<file path="src/rtl/paddle_motion_ctrl.sv">
// rtl/paddle_motion_ctrl.sv - frame-synchronous paddle position with press/hold auto-repeat; optional macro PADDLE_ACCEL_EN
module paddle_motion_ctrl #(
  parameter int SCREEN_H     = 600,
  parameter int PADDLE_H     = 64,
  parameter int START_Y      = 268,
  parameter int STEP         = 4,
  parameter int REPEAT_DELAY = 15,
  parameter bit VSYNC_POL    = 1'b0
) (
  input  logic       clk,
  input  logic       reset,
  input  logic       vsync,
  input  logic       up,
  input  logic       down,
  input  logic [2:0] stateGame,
  output logic [9:0] paddle_y,
  output logic       moving,
  output logic       hit_top,
  output logic       hit_bottom,
  output logic       frame_tick
);

  localparam int         MAX_Y    = SCREEN_H - PADDLE_H;
  localparam logic [2:0] GS_IDLE  = 3'd0;
  localparam logic [2:0] GS_PLAY  = 3'd1;
  localparam logic [2:0] GS_RESET = 3'd3;

  typedef enum logic [1:0] {M_IDLE, M_DELAY, M_REPEAT} motion_t;

  motion_t    state;
  logic [5:0] repeat_cnt;
  logic       latched_up;

  logic vsync_meta, vsync_sync, vsync_prev;
  logic sync_live, tick_armed;

  logic dir_up, dir_dn, dir_any, held;
  logic restart, advance, press_new, hold_rep, move_req, move_up;
  logic [10:0] cur_y11, step11, sum11;
  logic [9:0]  next_y;

`ifdef PADDLE_ACCEL_EN
  logic [2:0] accel_cnt;
  logic [1:0] accel_lvl;
`endif

  // Synchronise vsync and pulse frame_tick on its leading edge; a level already
  // active when reset releases must go inactive once before it can tick.
  always_ff @(posedge clk or posedge reset) begin
    if (reset) begin
      vsync_meta <= ~VSYNC_POL;
      vsync_sync <= ~VSYNC_POL;
      vsync_prev <= ~VSYNC_POL;
      sync_live  <= 1'b0;
      tick_armed <= 1'b0;
      frame_tick <= 1'b0;
    end else begin
      vsync_meta <= vsync;
      vsync_sync <= vsync_meta;
      vsync_prev <= vsync_sync;
      sync_live  <= 1'b1;
      if (sync_live && (vsync_meta != VSYNC_POL))
        tick_armed <= 1'b1;
      frame_tick <= tick_armed && (vsync_sync == VSYNC_POL) && (vsync_prev != VSYNC_POL);
    end
  end

  assign dir_up    = up & ~down;
  assign dir_dn    = down & ~up;
  assign dir_any   = dir_up | dir_dn;
  assign held      = dir_any && (dir_up == latched_up);
  assign restart   = (stateGame == GS_IDLE) || (stateGame == GS_RESET);
  assign advance   = frame_tick && (stateGame == GS_PLAY);
  assign press_new = dir_any && ((state == M_IDLE) || !held);
  assign hold_rep  = (state == M_REPEAT) && held;
  assign move_req  = press_new | hold_rep;
  assign move_up   = press_new ? dir_up : latched_up;

  // Candidate position for this frame, clamped to the visible range
  always_comb begin
    cur_y11 = {1'b0, paddle_y};
`ifdef PADDLE_ACCEL_EN
    step11 = press_new ? 11'(STEP) : (11'(STEP) << accel_lvl);
`else
    step11 = 11'(STEP);
`endif
    sum11  = cur_y11 + step11;
    next_y = paddle_y;
    if (move_req) begin
      if (move_up)
        next_y = (cur_y11 < step11) ? 10'd0 : 10'(cur_y11 - step11);
      else
        next_y = (sum11 > 11'(MAX_Y)) ? 10'(MAX_Y) : 10'(sum11);
    end
  end

  // Motion FSM and position registers; only PLAY frame ticks advance them
  always_ff @(posedge clk or posedge reset) begin
    if (reset) begin
      state      <= M_IDLE;
      repeat_cnt <= 6'd0;
      latched_up <= 1'b0;
      paddle_y   <= 10'(START_Y);
      moving     <= 1'b0;
      hit_top    <= 1'b0;
      hit_bottom <= 1'b0;
    end else if (restart) begin
      state      <= M_IDLE;
      repeat_cnt <= 6'd0;
      paddle_y   <= 10'(START_Y);
      moving     <= 1'b0;
      hit_top    <= (START_Y == 0);
      hit_bottom <= (START_Y == MAX_Y);
    end else begin
      moving <= 1'b0;
      if (advance) begin
        paddle_y   <= next_y;
        moving     <= (next_y != paddle_y);
        hit_top    <= (next_y == 10'd0);
        hit_bottom <= (next_y == 10'(MAX_Y));
        if (press_new) begin
          state      <= M_DELAY;
          repeat_cnt <= 6'(REPEAT_DELAY);
          latched_up <= dir_up;
        end else if (!dir_any) begin
          state      <= M_IDLE;
          repeat_cnt <= 6'd0;
        end else if (state == M_DELAY) begin
          repeat_cnt <= repeat_cnt - 6'd1;
          if (repeat_cnt == 6'd1)
            state <= M_REPEAT;
        end
      end
    end
  end

`ifdef PADDLE_ACCEL_EN
  // Count repeat frames; every eighth one doubles the step, up to 4x
  always_ff @(posedge clk or posedge reset) begin
    if (reset) begin
      accel_cnt <= 3'd0;
      accel_lvl <= 2'd0;
    end else if (restart) begin
      accel_cnt <= 3'd0;
      accel_lvl <= 2'd0;
    end else if (advance) begin
      if (hold_rep) begin
        accel_cnt <= accel_cnt + 3'd1;
        if ((accel_cnt == 3'd7) && (accel_lvl != 2'd2))
          accel_lvl <= accel_lvl + 2'd1;
      end else begin
        accel_cnt <= 3'd0;
        accel_lvl <= 2'd0;
      end
    end
  end
`endif

endmodule
</file>
<file path="config.mk">
export PLATFORM = sky130hd
export DESIGN_NAME = paddle_motion_ctrl
export DESIGN_NICKNAME = d
export VERILOG_FILES = /design/src/rtl/paddle_motion_ctrl.sv
export SDC_FILE = /design/constraint.sdc
export NUM_CORES = 1
export LEC_CHECK = 0
export CELL_PAD_IN_SITES_DETAIL_PLACEMENT = 0
export CELL_PAD_IN_SITES_GLOBAL_PLACEMENT = 1
export CORE_ASPECT_RATIO = 1.1
export CORE_MARGIN = 2
export CORE_UTILIZATION = 47
export DETAILED_ROUTE_END_ITERATION = 12
export GPL_TIMING_DRIVEN = 0
export PLACE_DENSITY_LB_ADDON = 0.1
export SYNTH_ARGS = -nofsm -noshare
export SYNTH_HDL_FRONTEND = slang
export SYNTH_SLANG_ARGS = --single-unit
</file>
<file path="constraint.sdc">
create_clock -name clk -period 4.5 [get_ports clk]
set_input_delay 0.45 -clock clk [delete_from_list [all_inputs] [get_ports clk]]
set_output_delay 0.45 -clock clk [all_outputs]
set_load 0.01 [all_outputs]
</file>
# Word-level counts from Yosys, hierarchy flattened
# Cells that the tools add are included.
[word_totals]
regBits = 28
latchBits = 0
mem_bits_rw = 0
mem_bits_ro = 0
input_bits = 8
output_inout_bits = 14
wordCells = 77
mem_count = 0
[op_classes]
addsub = 3
multipliers = 0
div = 0
order_cmp = 2
eq_ne = 10
shift = 0
mux = 24
bitwise = 8
reduce_logical = 17
[ops]
columns = ["cell", "count"]
rows = [
  ["$mux 10", 6],
  ["$mux 6", 5],
  ["$mux 2", 6],
  ["$add 10x3->11 const B", 1],
  ["$gt 11x10->1 const B", 1],
  ["$eq 10x10->1 const B", 1],
  ["$logic_not 10->1", 1],
  ["$lt 10x3->1 const B", 1],
  ["$ne 10x10->1", 1],
  ["$sub 10x3->10 const B", 1],
  ["$ne 4x1->1 const B", 2],
  ["$logic_and 1x1->1", 7],
  ["$mux 1", 7],
  ["$eq 6x1->1 const B", 1],
  ["$sub 6x1->6 const B", 1],
  ["$not 1->1", 4],
  ["$reduce_and 2->1", 2],
  ["$eq 3x1->1 const B", 1],
  ["$eq 3x2->1 const B", 1],
  ["$logic_not 3->1", 1],
  ["$reduce_and 3->1", 1],
  ["$and 1x1->1", 2],
  ["$eq 2x1->1 const B", 1],
  ["$eq 2x2->1 const B", 1],
  ["6 further kinds", 8],
]

# Logic depth before layout (Yosys ltp)
[depth]
ltp_word = 13
depth_mapped = 10
ltp_nobuf = 9

# Worst setup path after synthesis
# No wires, ideal clock.
[synth_path]
path_kind = "input to register"
start = "input port down"
end = "register hit_top"
setup_ns = 0.076
t_arrival_ns = 2.314
t_required_ns = 4.424
path_slack_ns = 2.109
stages = 9
n_path_buf = 1
path_cell_list = "inv_1 -> ha_1 -> buf_2 -> mux2_4 -> or3_4 -> a2bb2oi_1 -> a22o_1 -> o2111ai_1 -> o21ai_1"
[synth_between]
elab_chain_cells = 13
word_cells_on_any_way = 17
cone_classes = "eq/ne (1); mux (5); bitwise (5); reduce/logical (6)"
[synth_rtl]
columns = ["item", "line", "source"]
rows = [
  ["from (decl)", "14", "input logic down,"],
  ["$not 1->1", "68", "assign dir_up = up & ~down;"],
  ["$and 1x1->1", "68", ""],
  ["$or 1x1->1 / $eq 1x1->1 (equally long branches)", "70, 71", ""],
  ["$logic_and 1x1->1", "71", "assign held = dir_any && (dir_up == latched_up);"],
  ["$logic_not 1->1", "74", "assign press_new = dir_any && ((state == M_IDLE) || !held);"],
  ["$logic_or 1x1->1", "74", ""],
  ["$logic_and 1x1->1", "74", ""],
  ["$mux 1", "--", ""],
  ["$mux 10", "90", "if (move_up)"],
  ["$mux 10 (*)", "89", "if (move_req) begin"],
  ["$logic_not 10->1 (*)", "119", "hit_top <= (next_y == 10'd0);"],
  ["$mux 1 (*)", "116", "if (advance) begin"],
  ["$mux 1 (*)", "107", "end else if (restart) begin"],
  ["to (signal assigned)", "112", "hit_top <= (START_Y == 0);"],
  ["to (signal assigned)", "119", ""],
  ["to (decl)", "18", "output logic hit_top,"],
]
# Every way passes the cells marked *; elsewhere a longest branch is shown, timed or not. The select of a mux whose other input is x is not followed.
# A chain may end at the register's enable or synchronous reset.

# Final worst setup path
[layout_path]
start = "input port down"
end = "register hit_bottom"
[layout_between]
elab_chain_cells = 13
word_cells_on_any_way = 17
cone_classes = "eq/ne (2); mux (5); bitwise (5); reduce/logical (5)"
[layout_rtl]
columns = ["item", "line", "source"]
rows = [
  ["$not 1->1", "68", ""],
  ["$and 1x1->1", "68", ""],
  ["$or 1x1->1 / $eq 1x1->1 (equally long branches)", "70, 71", ""],
  ["$logic_and 1x1->1", "71", ""],
  ["$logic_not 1->1", "74", ""],
  ["$logic_or 1x1->1", "74", ""],
  ["$logic_and 1x1->1", "74", ""],
  ["$mux 1", "--", ""],
  ["$mux 10", "90", ""],
  ["$mux 10 (*)", "89", ""],
  ["$eq 10x10->1 (*)", "120", "hit_bottom <= (next_y == 10'(MAX_Y));"],
  ["$mux 1 (*)", "116", ""],
  ["$mux 1 (*)", "107", ""],
  ["to (signal assigned)", "113", "hit_bottom <= (START_Y == MAX_Y);"],
  ["to (signal assigned)", "120", ""],
  ["to (decl)", "19", "output logic hit_bottom,"],
]
# Marked as above.

==> out/results.ini <==
[finish]
multi_input_area_mm2 = 0.001385
synthToLayoutAreaGrowth_pct = 15.59
drive_above_1_share_pct = 15.05
n_antenna_cell = 0
final_nets = 294
n_fill_cell = 449
seq_area_um2 = 708.2
fin_util_pct = 56.42

[pwr]
power.leakage_uw = 0.001062
switching_share_pct = 30.53
irDropWorstVdd_mv = 0.1943
power_frac_seq_pct = 42.8
comb_power_share_pct = 26.7
switchingPower_uw = 198.0
power_density_mw_per_mm2 = 248.9
pwr-share-clk_pct = 30.5
p_int_uw = 450.7

[clocking]
cts_resized = 0
ctsHoldBuffers = 0
htreeDepth = 1
cts-root-buf = clkbuf_8
clkLatencyLatePin_ns = 0.27
cts_sinks = 28
cts_tree = yes
clk_path_buf_depth = 2
post_cts.repair.setup_buffers = 0
cts_buffers = 3
clk_pin_slew_ns = 0.09

[logic_synthesis]
synth.distinct_cells = 67
seq_area_frac_synth_pct = 31.41
ys_ff_latch = 28
synth_top_family_by_area = compound AO/OA/AOI/OAI gates
synth-compound-area-share_pct = 30.80
synthXorXnorAreaFrac_pct = 3.496
netlist_instances = 254
synth_ff_type = dfrtp_1
syn_nets = 268
synth.area.mux_share_pct = 2.164
synth_simple_gate_area_share_pct = 21.48
syn_area_mm2 = 0.002255
syn_area_per_cell_um2 = 8.877
yosys_warnings = 0
synthArstFlopShare_pct = 100.0
synth_fa_ha_area_share_pct = 3.330
synth_edf_count = 0

[sta]
max_freq_ghz = 0.3277
setup_violations = 0
maxSlewViolCount = 0
finalCriticalPeriod_ns = 3.052
fin_skew_ns = 0.004496
worst_hold_slack_ns = 0.3728
fin_tns_setup_ns = 0
slew_headroom_pct = 25.89
hold_viol = 0
tightest_slew_ns = 1.097
post-route-period-util_pct = 67.82
rsz0062_at_grt = false

[drt]
wl_um = 5999
drtIter0Drc = 127
wl_per_cell_um = 17.91
num_vias = 2142
firstDrtPassIters = 6
drc = 0
final_antenna_net_count = 0
viasPerCell = 6.394

[place]
finalWeightedCongestion = 0.8966
dp_hpwl_um = 4533
port_buffers = 21

[die]
die-height_um = 76.64
die_area_mm2 = 0.005368
fp.coreArea_mm2 = 0.004619
initial_core_util_pct = 48.81
io_pins = 22
die_width_um = 70.04
row_count = 26

[global_route]
grt_max_degree = 29
grt_pass1_vias = 1992
overflow = 0
grt_first_pass_wirelength_um = 10020
grt_use_total_pct = 23.12
antenna_found_initial = 0

[critical_path]
critPathLaunchType = input port
crit_type = input port to register
crit_fanout = 10
r2r_slack_ns = 1.77
arrival_ns = 3.25
cp.required_ns = 4.70
crit_path_end_kind = register

[status]
status = finished, final reports clean

[run]
maxCapViolCount = 0

[hold_path]
hold_path.class = register to register

through the flow:
stage	instances	worst slack [ns]	area [µm²]	total power (µW)
floorplan	254	2.109	2255	404.8
global placement	331	1.159	2535	452.5
detailed placement	331	1.217	2535	452.2
CTS	335	1.478	2606	653.4
global route	335	1.300	2606	683.3
finish	335	1.448	2606	648.7
flip-flops by register name, summed over array words and instances, names as in the netlist:
signal	count
vsync_meta	1
hit_top	1
moving	1
latched_up	1
state	2
repeat_cnt	6
tick_armed	1
vsync_sync	1
hit_bottom	1
vsync_prev	1
frame_tick	1
sync_live	1
paddle_y	10
path summary, 6_finish.rpt:
kind                        startpoint            end  depth (start not counted)
min in group asynchronous        reset  repeat_cnt[5]                          2
min reg2reg                 vsync_sync     vsync_prev                          0
min                         vsync_sync     vsync_prev                          0
max                               down     hit_bottom                         10
max in group asynchronous        reset       state[1]                          2
max reg2reg                paddle_y[3]     hit_bottom                         10
routing by layer:
layer | vias up | routed length [µm] | global-route usage [%]
met2 | 90 | 2938 | 37.14
met4 | 0 | 117 | 8.077
met1 | 1033 | 2621 | 32.28
met5 | - | 0 | 0
li1 | 1007 | - | -
met3 | 12 | 322 | 2.513
critical path, cell delays in order:
cell             delay, ns
clkdlybuf4s50_1       0.45
inv_1                 0.04
ha_1                  0.25
buf_2                 0.22
mux2i_2               0.52
buf_2                 0.33
o21ai_0               0.14
o31ai_1               0.51
nand4_1               0.16
o21ai_1               0.18
power by group through the flow:
stage	registers [µW]	clock network [µW]	logic, µW
after global routing	280	213	191
after floorplan	281	0	124
after CTS	277	205	171
after global placement	282	0	171
after detailed placement	282	0	170
final	278	198	173
layout make-up:
class	count	area share, %
timing repair buffer	21	8.065
inverter	14	2.016
clock buffer	3	1.584
multi-input combinational	196	53.14
clock inverter	1	1.152
tap	56	2.688
buffer	16	4.177
sequential	28	27.17
cell families (layout without fill, tap and decap cells):
family,count (synthesis),in the layout
buffers and inverters,30,55
AOI/OAI and AO/OA,98,98
muxes,4,4
other,1,1
adders and majority gates,6,6
DFF,28,28
xor gates and xnor gates,9,9
and+or+nand+nor,78,78
cells in the final DEF, fill, tap and decap left out, types with 4 or more instances in the layout:
cell	n
a211oi_1	6
a21o_1	7
a21oi_1	16
a31oi_1	7
buf_2	4
buf_4	7
clkbuf_8	4
clkdlybuf4s50_1	21
dfrtp_1	22
dfstp_2	6
ha_1	6
inv_1	14
nand2_1	16
nand3_1	7
nand4_1	4
nor2_1	20
nor3_1	4
o2111ai_1	5
o21ai_0	22
xnor2_1	8
Yosys cell counts (all sizes together), types with 3 or more instances:
library cell	number	area [µm²]
o21ai	25	125.1
dfrtp	22	550.5
nor2	21	81.33
a21oi	17	88.84
nand2	16	60.06
inv	14	52.55
buf	12	83.83
a211oi	8	70.06
nand3	8	45.04
xnor2	8	70.07
a21o	7	52.55
a31oi	7	43.79
dfstp	6	157.7
ha	6	75.07
nand4	5	46.29
nor3	5	36.29
o2111ai	5	43.79
and4	4	40.04
clkbuf	4	25.02
a211o	3	26.28
a32o	3	30.03
and2	3	18.77
mux2i	3	33.78
o211ai	3	32.53
o31ai	3	27.52
(Power assumes the default switching activity.)
